### src/rtl/fetch_stage.sv
// Instruction-fetch stage with IF/ID pipeline register.
// A one-entry skid buffer absorbs decode stalls; fetch stops on a halt opcode.
module fetch_stage #(
  parameter logic [5:0] HALT_OP = 6'h3F
) (
  input  logic        CLK,
  input  logic        nRST,
  input  logic [31:0] pc,
  input  logic        ihit,
  input  logic [31:0] imemload,
  input  logic        stall,
  input  logic        flush,
  output logic        imemREN,
  output logic [31:0] imemaddr,
  output logic        pc_advance,
  output logic [31:0] ifid_instr,
  output logic [31:0] ifid_npc,
  output logic        ifid_valid,
  output logic        halted
);

  localparam int unsigned XLEN = 32;

  localparam logic [1:0] RUN  = 2'd0;
  localparam logic [1:0] HOLD = 2'd1;
  localparam logic [1:0] HALT = 2'd2;

  logic [1:0]      state_q, state_d;
  logic [XLEN-1:0] ifid_instr_q, ifid_instr_d;
  logic [XLEN-1:0] ifid_npc_q, ifid_npc_d;
  logic            ifid_valid_q, ifid_valid_d;
  logic [XLEN-1:0] skid_instr_q, skid_instr_d;
  logic [XLEN-1:0] skid_npc_q, skid_npc_d;
  logic [XLEN-1:0] npc_c;

  assign npc_c      = pc + XLEN'(4);
  assign imemaddr   = pc;
  assign imemREN    = (state_q == RUN);
  assign halted     = (state_q == HALT);
  assign ifid_instr = ifid_instr_q;
  assign ifid_npc   = ifid_npc_q;
  assign ifid_valid = ifid_valid_q;

  // Next-state, IF/ID/skid update and PC-advance strobe; flush > stall > normal.
  always_comb begin
    state_d      = state_q;
    ifid_instr_d = ifid_instr_q;
    ifid_npc_d   = ifid_npc_q;
    ifid_valid_d = ifid_valid_q;
    skid_instr_d = skid_instr_q;
    skid_npc_d   = skid_npc_q;
    pc_advance   = 1'b0;

    case (state_q)
      RUN: begin
        if (flush) begin
          ifid_instr_d = '0;
          ifid_valid_d = 1'b0;
          pc_advance   = 1'b1;
        end else if (stall) begin
          if (ihit) begin
            skid_instr_d = imemload;
            skid_npc_d   = npc_c;
            pc_advance   = 1'b1;
            state_d      = HOLD;
          end
        end else if (ihit) begin
          ifid_instr_d = imemload;
          ifid_npc_d   = npc_c;
          ifid_valid_d = 1'b1;
          pc_advance   = 1'b1;
          if (imemload[31:26] == HALT_OP) state_d = HALT;
        end else begin
          ifid_instr_d = '0;
          ifid_valid_d = 1'b0;
        end
      end
      HOLD: begin
        if (flush) begin
          skid_instr_d = '0;
          skid_npc_d   = '0;
          ifid_instr_d = '0;
          ifid_valid_d = 1'b0;
          pc_advance   = 1'b1;
          state_d      = RUN;
        end else if (!stall) begin
          // PC already moved past the buffered word, so drain without refetch.
          ifid_instr_d = skid_instr_q;
          ifid_npc_d   = skid_npc_q;
          ifid_valid_d = 1'b1;
          state_d      = (skid_instr_q[31:26] == HALT_OP) ? HALT : RUN;
        end
      end
      HALT: begin
        if (flush) begin
          ifid_instr_d = '0;
          ifid_valid_d = 1'b0;
          pc_advance   = 1'b1;
          state_d      = RUN;
        end else if (!stall) begin
          ifid_instr_d = '0;
          ifid_valid_d = 1'b0;
        end
      end
      default: state_d = RUN;
    endcase
  end

  always_ff @(posedge CLK or negedge nRST) begin
    if (!nRST) begin
      state_q      <= RUN;
      ifid_instr_q <= '0;
      ifid_npc_q   <= '0;
      ifid_valid_q <= 1'b0;
      skid_instr_q <= '0;
      skid_npc_q   <= '0;
    end else begin
      state_q      <= state_d;
      ifid_instr_q <= ifid_instr_d;
      ifid_npc_q   <= ifid_npc_d;
      ifid_valid_q <= ifid_valid_d;
      skid_instr_q <= skid_instr_d;
      skid_npc_q   <= skid_npc_d;
    end
  end

endmodule
### config.mk
export PLATFORM = sky130hd
export DESIGN_NAME = fetch_stage
export DESIGN_NICKNAME = d
export VERILOG_FILES = /design/src/rtl/fetch_stage.sv
export SDC_FILE = /design/constraint.sdc
export NUM_CORES = 1
export LEC_CHECK = 0
export CAP_MARGIN = 0
export CORE_ASPECT_RATIO = 0.8
export CORE_MARGIN = 3
export CORE_UTILIZATION = 50
export CTS_CLUSTER_DIAMETER = 30
export CTS_CLUSTER_SIZE = 8
export DETAILED_ROUTE_END_ITERATION = 8
export GPL_TIMING_DRIVEN = 0
export PLACE_DENSITY = 0.82
export SETUP_SLACK_MARGIN = 0.5
export SLEW_MARGIN = 30
export SYNTH_ARGS = -nofsm -noshare
export SYNTH_HDL_FRONTEND = slang
export SYNTH_SLANG_ARGS = --single-unit
### constraint.sdc
create_clock -name CLK -period 6.3 [get_ports CLK]
set_input_delay 1.26 -clock CLK [delete_from_list [all_inputs] [get_ports CLK]]
set_output_delay 1.26 -clock CLK [all_outputs]
set_load 0.03 [all_outputs]
==> key figures <==
Critical path
  – Crit. End Element: primary output
  – Flop-to-flop setup slack: roughly 3.5 ns
  – Worst EP required: around 5 ns
  – RR Endpoint: ifid_npc[9]$_DFFE_PN0P_
  – Critical path class: in -> out
  – Reg2Reg Depth: 8
  – Crit path max fanout: 10
  – Critical Path AT: between 3 and 4 ns
  – R2R Path Start: state_q[0]$_DFFE_PN0P_
  – CP Launch Type: input pin

STA
  – Final setup viols: 0
  – Slew of the pin with the lowest slew margin: ~0.68 ns
  – WHS: 0.474 ns
  – Achievable frequency: 229 MHz
  – Fin crit share: 69.4%
  – Clock skew: roughly 0.009 ns
  – Min Clock Period, post-route: about 4.4 ns
  – Max-slew violations: 0
  – Final hold viol count: 0
  – Slew margin rel.: 54.6%
  – RSZ-0062 raised after global routing: false

Finish
  – Layout Nets: 907
  – Fill cells: 913
  – Area of the multi-input gates: ~2600 µm²
  – Non-Filler Instances: approximately 1,000
  – Commonest cells after routing, fill and taps aside: clkdlybuf4s50_1 (166), dfrtp_1 (131), nand2_1 (61), a21oi_1 (51), nor2_1 (51)
  – Ant diodes: 0
  – Layout Utilization: between 70% and 80%
  – Area grow syn2layout: 39.0%
  – Seq. cell area: roughly 3300 µm²
  – Most common cell after layout, fill and taps aside: clkdlybuf4s50_1
  – Share of layout cells above drive strength 1: about a tenth

Placed design
  – Inst Count DP: between 900 and 1,000
  – Routability Congestion: roughly 0.86
  – Number of port buffers: around 170
  – Hpwl dp: 13,700 µm

Clock network
  – CTS tree: built
  – Clock latency on the worst-skew pair: 0.41 ns
  – Max H-tree Level: 4
  – Clock slew at reported path FFs: ~0.06 ns
  – CTS root buf: clkbuf_16
  – CTS Hold Bufs: 0
  – Max Root-Sink Buffers: 2
  – CTS buffer count: 17
  – Post-CTS Resized: 0
  – Clk sinks: ~130
  – Setup Fix Bufs, Post-CTS: 0

Run status
  – Status: complete, no violations

Synth
  – Seq/Total Area, Yosys: 51.7%
  – Number of synthesized flops with an enable pin: 0
  – Ys flop type: dfrtp_1
  – Mapped cell area: 6350 µm²
  – Mapped Cells: around 650
  – Post-synthesis async set-or-reset flop share: 100%
  – Syn Area/Cell: around 9.8 µm²
  – Synth Warn #: 0
  – Synth cell types: 47
  – Mapped Nets: 720
  – FF+latch count, synth: ~130

Floorplanning
  – Die area: around 14,000 µm²
  – Initial Util: between 50% and 60%
  – Core area: 12,300 µm²
  – Die Span X: 132 µm
  – IO Pins: 169
  – Std-Cell Rows: 36
  – Die Height: roughly 110 µm

Route
  – Met2 wire len: 9340 µm
  – Routed met1 length: 8060 µm
  – Avg WL per Cell: between 15 and 20 µm
  – DRC: 0
  – Drt pass-1 iters: 5
  – Routed wire length on met3: ~1400 µm
  – DRT antenna net count: 0
  – Uppermost layer routed: met4
  – Routed via count: approximately 5,900
  – Via density: approximately 6
  – Post-Route WL: between 15,000 and 20,000 µm
  – Iteration-0 DRC Markers: about 630

GRT
  – Total grt overflow: 0
  – First-pass GRT wire length: a little over 30,000 µm
  – Number of global-route vias before repair: between 6,000 and 7,000
  – Total GRT Usage: a little over a quarter
  – Initial antenna violation count: 0
  – Largest net degree at the start of global routing: 85

Worst hold path
  – HP Class: reg -> reg
  – Hold Path End: skid_npc_q[21]$_DFFE_PN0P_
  – HP Start: skid_npc_q[21]$_DFFE_PN0P_
  – Hold path cells: 2

Flow run
  – Max_cap viols: 0

Pwr
  – P_leak: between 3 and 4 nW
  – Worst vdd ir: around 0.27 mV
  – Total chip power: approximately 0.0043 W
  – Pwr/cell area: between 400 and 500 nW/µm²
per-stage QoR:
stage,area (µm²),setup WS [ns],setup TNS (ns)
4_1_cts,8820,1.93,0
2_1_floorplan,6350,2.90,0
3_3_place_gp,8230,-0.936,-121.02
5_1_grt,8820,1.85,0
6_report,8820,1.93,0
3_5_place_dp,8260,1.95,0
report_power, final:
group	leakage, nW	internal (W)	switching, W
sequential	1.70	0.00121	0.000226
clock	0.266	0.000546	0.000390
combinational	1.83	0.000764	0.00119
worst max-delay path: stages:
cell and delay (ns):
clkdlybuf4s50_1 0.47, clkbuf_1 0.32, o21ai_0 0.15, a21oi_1 0.19, clkdlybuf4s50_1 0.71
cell families after synthesis:
| family | synth area share, % |
|---|---|
| AND/OR/NAND/NOR | 15.6 |
| buffers and inverters | 7.26 |
| adder cells (fa/ha/maj) | 1.18 |
| AO/OA/AOI/OAI | 20.1 |
| multiplexers | 1.16 |
| flip-flops | 51.7 |
| XOR/XNOR | 3.04 |
cell usage after synthesis (2+ instances only):
cell      count  area [µm²]
nand4_1      12        75.1
nand2_1      61         229
ha_1          6        75.1
nand4_4       2        42.5
clkbuf_1     34         128
o21ai_0      44         220
a22oi_1      32         240
a22o_1       41         359
nand2b_1      6        37.5
or3_1         2        12.5
a21oi_1      51         255
dfrtp_1     131        3280
nand3_1      25         125
buf_4        33         248
nor3b_1       4        30.0
o211ai_1     11        82.6
nor2_1       51         191
nor3_1        8        40.0
nor2b_1       2        12.5
inv_1        11        41.3
and3_1        4        25.0
buf_1         2        7.51
xnor2_1       8        70.1
xor2_1       14         123
buf_2         5        25.0
mux2i_1       4        40.0
mux2_2        3        33.8
nor3_2        2        20.0
a21boi_0      2        15.0
nand3b_1      2        15.0
o22ai_1       2        12.5
o31ai_1       3        22.5
o21ai_1       2        10.0
nor4_1        7        43.8
o31a_1        3        26.3
and4_1        4        35.0
cell type report:
class / count / area share [%]
Sequential cell: 131 / 37.2
Multi-Input combinational cell: 428 / 29.6
Clock inverter: 14 / 1.50
Inverter: 11 / 0.468
Buffer: 75 / 4.75
Tap cell: 171 / 2.43
Timing Repair Buffer: 168 / 19.3
Clock buffer: 17 / 4.82
metal layers:
| layer | vias up | global-route usage [%] |
|---|---|---|
| li1 | 2673 | - |
| met5 | - | 0 |
| met1 | 2955 | 36.8 |
| met2 | 284 | 44.4 |
| met4 | 0 | 9.67 |
| met3 | 36 | 6.24 |
worst max path at each step:
stage / start / to / slack (ns) / cells after the start
after floorplan: flush / pc_advance / 2.90 / 3
final: flush / pc_advance / 1.93 / 5
after global routing: flush / pc_advance / 1.85 / 5
after detailed placement: flush / pc_advance / 1.95 / 5
after global placement: nRST / ifid_npc[21]$_DFFE_PN0P_ / -0.94 / 1
after CTS: flush / pc_advance / 1.93 / 5
sequential cells by signal (all words and copies together) (netlist names):
name	cells
ifid_instr	32
skid_instr_q	32
ifid_valid	1
ifid_npc	32
skid_npc_q	32
state_q	2
Power figures use the tool's default switching activity.
